==> config.mk <==
export PLATFORM = sky130hd
export DESIGN_NAME = if_stage
export DESIGN_NICKNAME = d
export VERILOG_FILES = /design/src/rtl/if_stage.sv
export SDC_FILE = /design/constraint.sdc
export NUM_CORES = 1
export LEC_CHECK = 0
export BUFFER_PORTS_ARGS = -buffer_cell sky130_fd_sc_hd__buf_4
export CAP_MARGIN = 20
export CORE_UTILIZATION = 60
export CTS_CLUSTER_DIAMETER = 40
export DETAILED_ROUTE_END_ITERATION = 10
export PLACE_DENSITY = 0.85
export SLEW_MARGIN = 40
export SYNTH_ARGS = -nofsm -noshare
export SYNTH_HDL_FRONTEND = slang
export SYNTH_SLANG_ARGS = --single-unit
==> constraint.sdc <==
create_clock -name clk -period 4.75 [get_ports clk]
set_input_delay 0.7125 -clock clk [delete_from_list [all_inputs] [get_ports clk]]
set_output_delay 0.7125 -clock clk [all_outputs]
set_load 0.05 [all_outputs]
==> src/rtl/if_stage.sv <==
`default_nettype none
// +----------------------------------------------------------------------+
// | if_stage: instruction fetch with one request outstanding at a time,  |
// | feeding a 2-entry {pc, inst} queue to decode. Option: IF_MISALIGN_CHECK_EN |
// | Rev 1.0                                                              |
// +----------------------------------------------------------------------+
module if_stage #(
  parameter int              XLEN     = 64,
  parameter logic [XLEN-1:0] PC_RESET = '0,
  parameter int              QDEPTH   = 2
) (
  input  logic            clk,
  input  logic            rstn,
  output logic            imem_req_valid,
  input  logic            imem_req_ready,
  output logic [XLEN-1:0] imem_req_addr,
  input  logic            imem_resp_valid,
  input  logic [31:0]     imem_resp_data,
  input  logic            redirect_valid,
  input  logic [XLEN-1:0] redirect_pc,
  input  logic            dec_ready,
  output logic            inst_valid,
  output logic [31:0]     inst,
  output logic [XLEN-1:0] inst_pc
`ifdef IF_MISALIGN_CHECK_EN
  ,
  output logic            fetch_misalign
`endif
);

  localparam logic [1:0]  S_RUN    = 2'd0;
  localparam logic [1:0]  S_WAIT   = 2'd1;
  localparam logic [1:0]  S_KILL   = 2'd2;
  localparam logic [1:0]  c_QDEPTH = 2'(QDEPTH);
  localparam logic [31:0] c_NOP    = 32'h0000_0013;

  logic [1:0]      r_state;
  logic [1:0]      w_state_nxt;
  logic [XLEN-1:0] r_pc;
  logic [XLEN-1:0] r_tag;
  logic [1:0]      r_count;
  logic [XLEN-1:0] r_q0_pc;
  logic [XLEN-1:0] r_q1_pc;
  logic [31:0]     r_q0_inst;
  logic [31:0]     r_q1_inst;

  logic            w_req_valid;
  logic            w_accept;
  logic            w_push;
  logic            w_pop;
  logic [1:0]      w_cnt_after_pop;
  logic [XLEN-1:0] w_redir_pc;
  logic            w_mis_block;

`ifdef IF_MISALIGN_CHECK_EN
  logic r_misalign;

  // A misaligned target is still loaded so a later aligned redirect is the only way out.
  always_ff @(posedge clk) begin
    if (!rstn) begin
      r_misalign <= 1'b0;
    end else if (redirect_valid) begin
      r_misalign <= (redirect_pc[1:0] != 2'b00);
    end
  end

  assign w_redir_pc     = redirect_pc;
  assign w_mis_block    = r_misalign;
  assign fetch_misalign = r_misalign;
`else
  logic w_unused_lsbs;
  assign w_unused_lsbs = ^redirect_pc[1:0];
  assign w_redir_pc    = {redirect_pc[XLEN-1:2], 2'b00};
  assign w_mis_block   = 1'b0;
`endif

  // State register
  always_ff @(posedge clk) begin
    if (!rstn) begin
      r_state <= S_RUN;
    end else begin
      r_state <= w_state_nxt;
    end
  end

  // Next state: a response always retires the outstanding fetch, kept or not
  always_comb begin
    w_state_nxt = r_state;
    case (r_state)
      S_RUN: begin
        if (w_accept) w_state_nxt = S_WAIT;
      end
      S_WAIT: begin
        if (imem_resp_valid)     w_state_nxt = S_RUN;
        else if (redirect_valid) w_state_nxt = S_KILL;
      end
      S_KILL: begin
        if (imem_resp_valid) w_state_nxt = S_RUN;
      end
      default: w_state_nxt = S_RUN;
    endcase
  end

  // Outputs: request issue
  always_comb begin
    w_req_valid = 1'b0;
    if (rstn && (r_state == S_RUN) && !redirect_valid && !w_mis_block &&
        (r_count < c_QDEPTH)) begin
      w_req_valid = 1'b1;
    end
  end

  assign imem_req_valid  = w_req_valid;
  assign imem_req_addr   = r_pc;
  assign w_accept        = w_req_valid && imem_req_ready;
  assign w_push          = (r_state == S_WAIT) && imem_resp_valid && !redirect_valid;
  assign w_pop           = inst_valid && dec_ready && !redirect_valid;
  assign w_cnt_after_pop = r_count - 2'(w_pop);

  assign inst_valid = (r_count != 2'd0);
  assign inst       = inst_valid ? r_q0_inst : c_NOP;
  assign inst_pc    = inst_valid ? r_q0_pc : '0;

  // Entry 0 is always the head; a pop shifts entry 1 down before the push lands.
  always_ff @(posedge clk) begin
    if (!rstn) begin
      r_pc      <= PC_RESET;
      r_tag     <= '0;
      r_count   <= 2'd0;
      r_q0_pc   <= '0;
      r_q1_pc   <= '0;
      r_q0_inst <= c_NOP;
      r_q1_inst <= c_NOP;
    end else if (redirect_valid) begin
      r_pc    <= w_redir_pc;
      r_count <= 2'd0;
    end else begin
      if (w_accept) begin
        r_pc  <= r_pc + XLEN'(4);
        r_tag <= r_pc;
      end
      if (w_pop) begin
        r_q0_pc   <= r_q1_pc;
        r_q0_inst <= r_q1_inst;
      end
      if (w_push) begin
        if (w_cnt_after_pop == 2'd0) begin
          r_q0_pc   <= r_tag;
          r_q0_inst <= imem_resp_data;
        end else begin
          r_q1_pc   <= r_tag;
          r_q1_inst <= imem_resp_data;
        end
      end
      r_count <= r_count + 2'(w_push) - 2'(w_pop);
    end
  end

endmodule
`default_nettype wire

==> impl_metrics.yaml, run 1 <==
status:
  outcome: "finished, final reports clean"
hold_path:
  holdCritPathClass: "input pin to register"
  whs_path_depth: 2
yosys:
  synth_area_mm2: 0.0141
  yosys_warnings: 0
  syn_inst: 1867
  yosysSeqAreaShare_pct: 45.3
  syn_area_per_cell_um2: 7.53
  synth_ff_type: "dfxtp_1"
  synth_compound_area_share_pct: 18.3
  ys_types: 67
  async_reset_ff_share_pct: 0
  synthAdderAreaFrac_pct: 0.267
  synth_top_family_by_area: "simple AND/OR/NAND/NOR gates"
  synth_xor_area_share_pct: 0.872
  synth-simple-area-share_pct: 30.2
  ys_ff_latch: 318
  synthMuxAreaShare_pct: 0.151
  synth_area_leaders: "dfxtp_1, nand2_1, a21oi_1, a311oi_1, and2_1"
  synth_edf_count: 0
  yosys.area.top_type: "dfxtp_1"
  synth_top_area_share_pct: 45.3
setup_path:
  crit_arrival_ps: 2530
  cp.depth: 6
  cp_top_family: "buffers and inverters"
  rr_worst_depth: 8
  crit_path_end_kind: "output port"
  slowest_delay_ps: 450
  path_cells: "buf_4 -> inv_1 -> buf_4 -> nand2_1 -> nor4_1 -> buf_4"
  worstPathMaxFanout: 53
  crit_top_cell: "buf_4"
  crit_type: "input pin to output port"
  cp.required_ps: 4040
  cp_num_buf_inv: 4
  worst_path_max_delay_cell: "nor4_1"
  critPathLaunchType: "input pin"
layout:
  final_cell_mix: "nand2_1, dfxtp_1, buf_4"
  post-route-util_pct: 76.7
  n_antenna_cell: 0
  final_common_cell: "nand2_1"
  drive_above_1_share_pct: 18.5
  areaGrowthSynthToFinish_pct: 24.5
  fin_nets: 2138
cts:
  cts_htree_levels: 2
  cts_tree: "done"
  clock_latency_ps: 530
  clock-root-buffer: "clkbuf_16"
  clkSinkCount: 318
  post_cts_resize_count: 0
  cts_buffer_depth: 3
  hold_buffers: 0
  numCtsBuffers: 41
  post_cts_buffers: 0
  path_clk_slew_ps: 50
run:
  maxCapViolations: 0
sta:
  worst_pin_slew_ps: 793
  fin_tns_setup_ps: 0
  report.final.hold_viol_count: 0
  skew_ps: 12.2
  period_needed_ps: 3240
  max_freq_mhz: 308
  final-setup-viol-count: 0
  min_period_over_period_pct: 68.3
  slew_viol_final: 0
  fin_ws_ps: 1510
  relSlewSlack_pct: 47.1
  rsz0062_at_grt: "no"
global_route:
  grt_max_degree: 157
  antenna_found_initial: 0
  track_usage_pct: 34.8
  grt_remaining_overflow: 0
  grt_pass1_vias: 13100
  grt_pass1_wl_um: 67600
pwr:
  power_density_mw_per_mm2: 377
  p_leak_nw: 6.70
  irDropWorstVdd_uv: 301
route:
  vias_per_cell: 6.05
  antenna_left: 0
  wl_um: 42800
  wire_per_inst_um: 18.0
  dr.first_iter.drc_count: 1541
  vias: 14400
  dr.pass1.iters: 6
  drcViolationCount: 0
placement:
  dpl_worst_slack_ps: 1300
  hpwlAfterDp_um: 26800
  gp_congestion: 0.932
  port_buffers: 259
floorplanning:
  initial_core_util_pct: 61.6
  die_h_um: 155
  die_w_um: 155
  pin_count: 264
  die-area_mm2: 0.0241
  coreArea_mm2: 0.0228
  core.rowCount: 55
==> layer usage <==
metal,global-route usage (%),vias to the layer above,routed length [µm]
met1,48.1,6782,17900
met5,0,-,0
met3,6.96,85,4460
met4,13.8,0,1170
met2,53.4,782,19300
li1,-,6735,-
==> area by class of cell <==
type | instances | area [µm²]
Inverter | 12 | 57.6
Multi-Input combinational cell | 1379 | 7060
Timing Repair Buffer | 281 | 2150
Tap cell | 313 | 392
Sequential cell | 318 | 6370
Fill cell | 1691 | 5330
Clock inverter | 22 | 305
Clock buffer | 52 | 1190
==> metrics by stage <==
stage,std cells,power (mW),instance area (µm²),hold slack [ps]
after floorplan,1868,3.14,14100,432
after global placement,2301,3.34,16000,438
after detailed placement,2302,3.35,16000,442
after CTS,2376,6.63,17500,381
after global routing,2377,6.78,17500,399
final,2377,6.61,17500,391
==> flip-flops by register name, indices dropped and copies added (netlist names) <==
register	flops
r_q1_pc	62
r_tag	62
r_state	2
r_q0_pc	64
r_q1_inst	32
r_count	2
r_q0_inst	32
imem_req_addr	62
==> power by group <==
group | switching (mW) | internal (mW) | leakage [nW]
Clock | 1.20 | 2.11 | 0.722
Sequential | 0.100 | 2.72 | 2.58
Combinational | 0.316 | 0.163 | 3.40
==> synth_stat cells (3+ instances only) <==
library cell	instances
nand3_1	41
nand4_1	24
and2_1	96
o211ai_1	10
a22oi_1	12
inv_1	11
a211oi_1	3
xor2_1	8
a32oi_1	5
xnor2_1	6
a31oi_1	12
nor4_1	9
and3_1	20
buf_2	12
a31o_2	3
o21ai_0	40
or2_2	4
a311oi_1	90
or4_1	3
or3_1	6
o22ai_1	3
nor2_1	132
clkbuf_1	128
buf_4	4
nor3_1	19
a221oi_1	4
o21a_1	4
dfxtp_1	318
nand2b_1	6
buf_1	12
nand2_1	560
ha_1	3
and4_1	11
a21oi_1	203
==> cell families after synthesis <==
family,Yosys count
adders and majority gates,3
muxes,2
other,1
AOI/OAI and AO/OA,408
xor gates and xnor gates,14
DFF,318
and+or+nand+nor,950
buffers and inverters,171
==> final timing paths <==
path                            startpoint  slack (ps)                              to
max                         redirect_valid        1510                  imem_req_valid
min                        redirect_pc[59]         390  imem_req_addr[59]$_SDFFE_PN0P_
max reg2reg  imem_req_addr[2]$_SDFFE_PN0P_        1900  imem_req_addr[44]$_SDFFE_PN0P_
min reg2reg     r_q1_inst[31]$_SDFFE_PN0P_         450      r_q1_inst[31]$_SDFFE_PN0P_
(Power assumes the default switching activity.)
==> inputs of run 2 (changes only) <==
CORE_UTILIZATION = 50   (was 60)
PLACE_DENSITY = 0.76   (was 0.85)
clock period = 2.7 ns   (was 4.75 ns; I/O delays follow)
==> run 2 against run 1 <==
Non-clock buffer count rose by 31. Sequential power rose by 74%. Register-to-register slack worse by 1700 ps. Clock power is 79% higher. Clock-buffer cell count is 1 lower. Cell count increased by 4.3%. Final area is 2.2% higher. Global-route usage decreased by 5.2 points. Combinational power is 96% higher. Critical path depth decreased by 2. Sequential share of layout area down 0.77 points. Highest routed layer unchanged.
==> impl_metrics.yaml, run 2 (synthesis gave the netlist of run 1 again) <==
hold_path:
  holdCritPathClass: "input pin to register"
  worstHoldEndpoint: "imem_req_addr[60]$_SDFFE_PN0P_"
  whs_path_depth: 3
  worstHoldStart: "redirect_pc[60]"
setup_path:
  cp_top_family: "buffers and inverters"
  r2r-start: "imem_req_addr[2]$_SDFFE_PN0P_"
  worst_path_max_delay_cell: "dfxtp_1"
  worstPathMaxFanout: 58
  critPathLaunchType: "register"
  rrSetupSlack_ps: 190
  path_cells: "or2_4 -> buf_6 -> and2_1 -> buf_4"
  slowest_delay_ps: 430
  r2r_end: "imem_req_addr[50]$_SDFFE_PN0P_"
  crit_type: "register to output port"
  crit_arrival_ps: 2110
  crit_path_end_kind: "output port"
  cp.required_ps: 2300
  cp_num_buf_inv: 2
  rr_worst_depth: 8
route:
  vias_per_cell: 5.76
  dr.first_iter.drc_count: 1760
  wl_um: 43800
  antenna_left: 0
  vias: 14300
  dr.pass1.iters: 9
  drcViolationCount: 0
  wire_per_inst_um: 17.7
floorplanning:
  pin_count: 264
  initial_core_util_pct: 50.8
  coreArea_mm2: 0.0277
  core.rowCount: 61
  die_w_um: 170
  die_h_um: 170
  die-area_mm2: 0.0288
cts:
  post_cts_resize_count: 1
  cts_buffer_depth: 3
  path_clk_slew_ps: 50
  cts_tree: "done"
  clock_latency_ps: 540
  cts_htree_levels: 2
  hold_buffers: 0
  clock-root-buffer: "clkbuf_16"
  clkSinkCount: 318
  numCtsBuffers: 44
  post_cts_buffers: 0
placement:
  post-place-cells: 2399
  hpwlAfterDp_um: 27900
  placed_cell_area_mm2: 0.0164
  dpl_worst_slack_ps: 233
  gp_congestion: 0.927
  port_buffers: 259
layout:
  drive_above_1_share_pct: 19.8
  largest_register_ff_count: 64
  final_cell_area_mm2: 0.0179
  top_register: "r_q0_pc"
  instances_no_fill: 2479
  multi_input_area_mm2: 0.00707
  final_common_cell: "nand2_1"
  num-fill-cells: 2421
  fin_nets: 2172
  final_cell_mix: "nand2_1, dfxtp_1, buf_4"
  n_antenna_cell: 0
  areaGrowthSynthToFinish_pct: 27.2
  seqCellArea_mm2: 0.00637
sta:
  fin_ws_ps: 186
  relSlewSlack_pct: 43.7
  max_freq_mhz: 398
  min_period_over_period_pct: 93.1
  report.final.hold_viol_count: 0
  skew_ps: 14.8
  fin_tns_setup_ps: 0
  final-setup-viol-count: 0
  rsz0062_at_grt: "no"
  slew_viol_final: 0
  worst_pin_slew_ps: 843
  period_needed_ps: 2510
pwr:
  power_density_mw_per_mm2: 658
  p_leak_nw: 6.86
  irDropWorstVdd_uv: 454
global_route:
  grt_max_degree: 101
  track_usage_pct: 29.6
  grt_pass1_vias: 13000
  grt_remaining_overflow: 0
  antenna_found_initial: 0
  grt_pass1_wl_um: 69000
status:
  outcome: "finished, final reports clean"
run:
  maxCapViolations: 0
[run 2: cell count changes in the layout (fill, tap and decap cells not counted), sizes merged]
cell | before | now
buf | 281 | 312
bufinv | 6 | 5
clkbuf | 52 | 51
clkinv | 8 | 7
clkinvlp | 5 | 6
inv | 15 | 23
[run 2: final cells by class]
| class | count | share of cell area (%) |
|---|---|---|
| Tap cell | 378 | 2.64 |
| Clock inverter | 29 | 1.95 |
| Sequential cell | 318 | 35.6 |
| Timing Repair Buffer | 312 | 13.5 |
| Inverter | 12 | 0.301 |
| Multi-Input combinational cell | 1379 | 39.5 |
| Clock buffer | 51 | 6.53 |
[run 2: report_power, final]
part | leakage (nW) | internal (mW) | switching (mW)
logic | 3.56 | 0.319 | 0.619
clock network | 0.724 | 3.65 | 2.27
registers | 2.58 | 4.79 | 0.119
[run 2: worst max-delay path by stage]
stage / from / endpoint / cells past startpoint
detailed placement: imem_req_addr[2]$_SDFFE_PN0P_ / imem_req_addr[50]$_SDFFE_PN0P_ / 8
global route: imem_req_addr[2]$_SDFFE_PN0P_ / imem_req_addr[46]$_SDFFE_PN0P_ / 8
floorplan: imem_req_addr[2]$_SDFFE_PN0P_ / imem_req_addr[34]$_SDFFE_PN0P_ / 8
global placement: redirect_valid / imem_req_addr[45]$_SDFFE_PN0P_ / 7
CTS: r_count[1]$_SDFF_PP0_ / inst[23] / 4
finish: r_count[1]$_SDFF_PP0_ / inst_pc[1] / 4
[run 2: stage by stage]
step                hold WS [ps]  power [mW]  utilization [%]
finish                      70.3        11.8             64.6
global route                73.8        12.1             64.6
CTS                         56.9        11.8             64.6
detailed placement           447        5.93             59.1
global placement             439        5.92             59.0
floorplan                    432        5.52                -
[run 2: worst reg2reg max path, stage by stage, from the launching register on]
cell and delay [ps]:
dfxtp_1 440, ha_1 280, nand2_1 70, or4_4 610
nor4_4 300, buf_4 280, nand4_1 140, xor2_1 170
o211ai_1 90
[run 2: routing by layer]
layer	routed length, µm	track usage [%]	vias up	share of wire, %
met3	4040	5.27	72	9.2
met5	0	0	-	0
met1	19000	42.0	6697	43
met2	19700	45.4	696	45
met4	1040	9.48	0	2.4
li1	-	-	6812	-
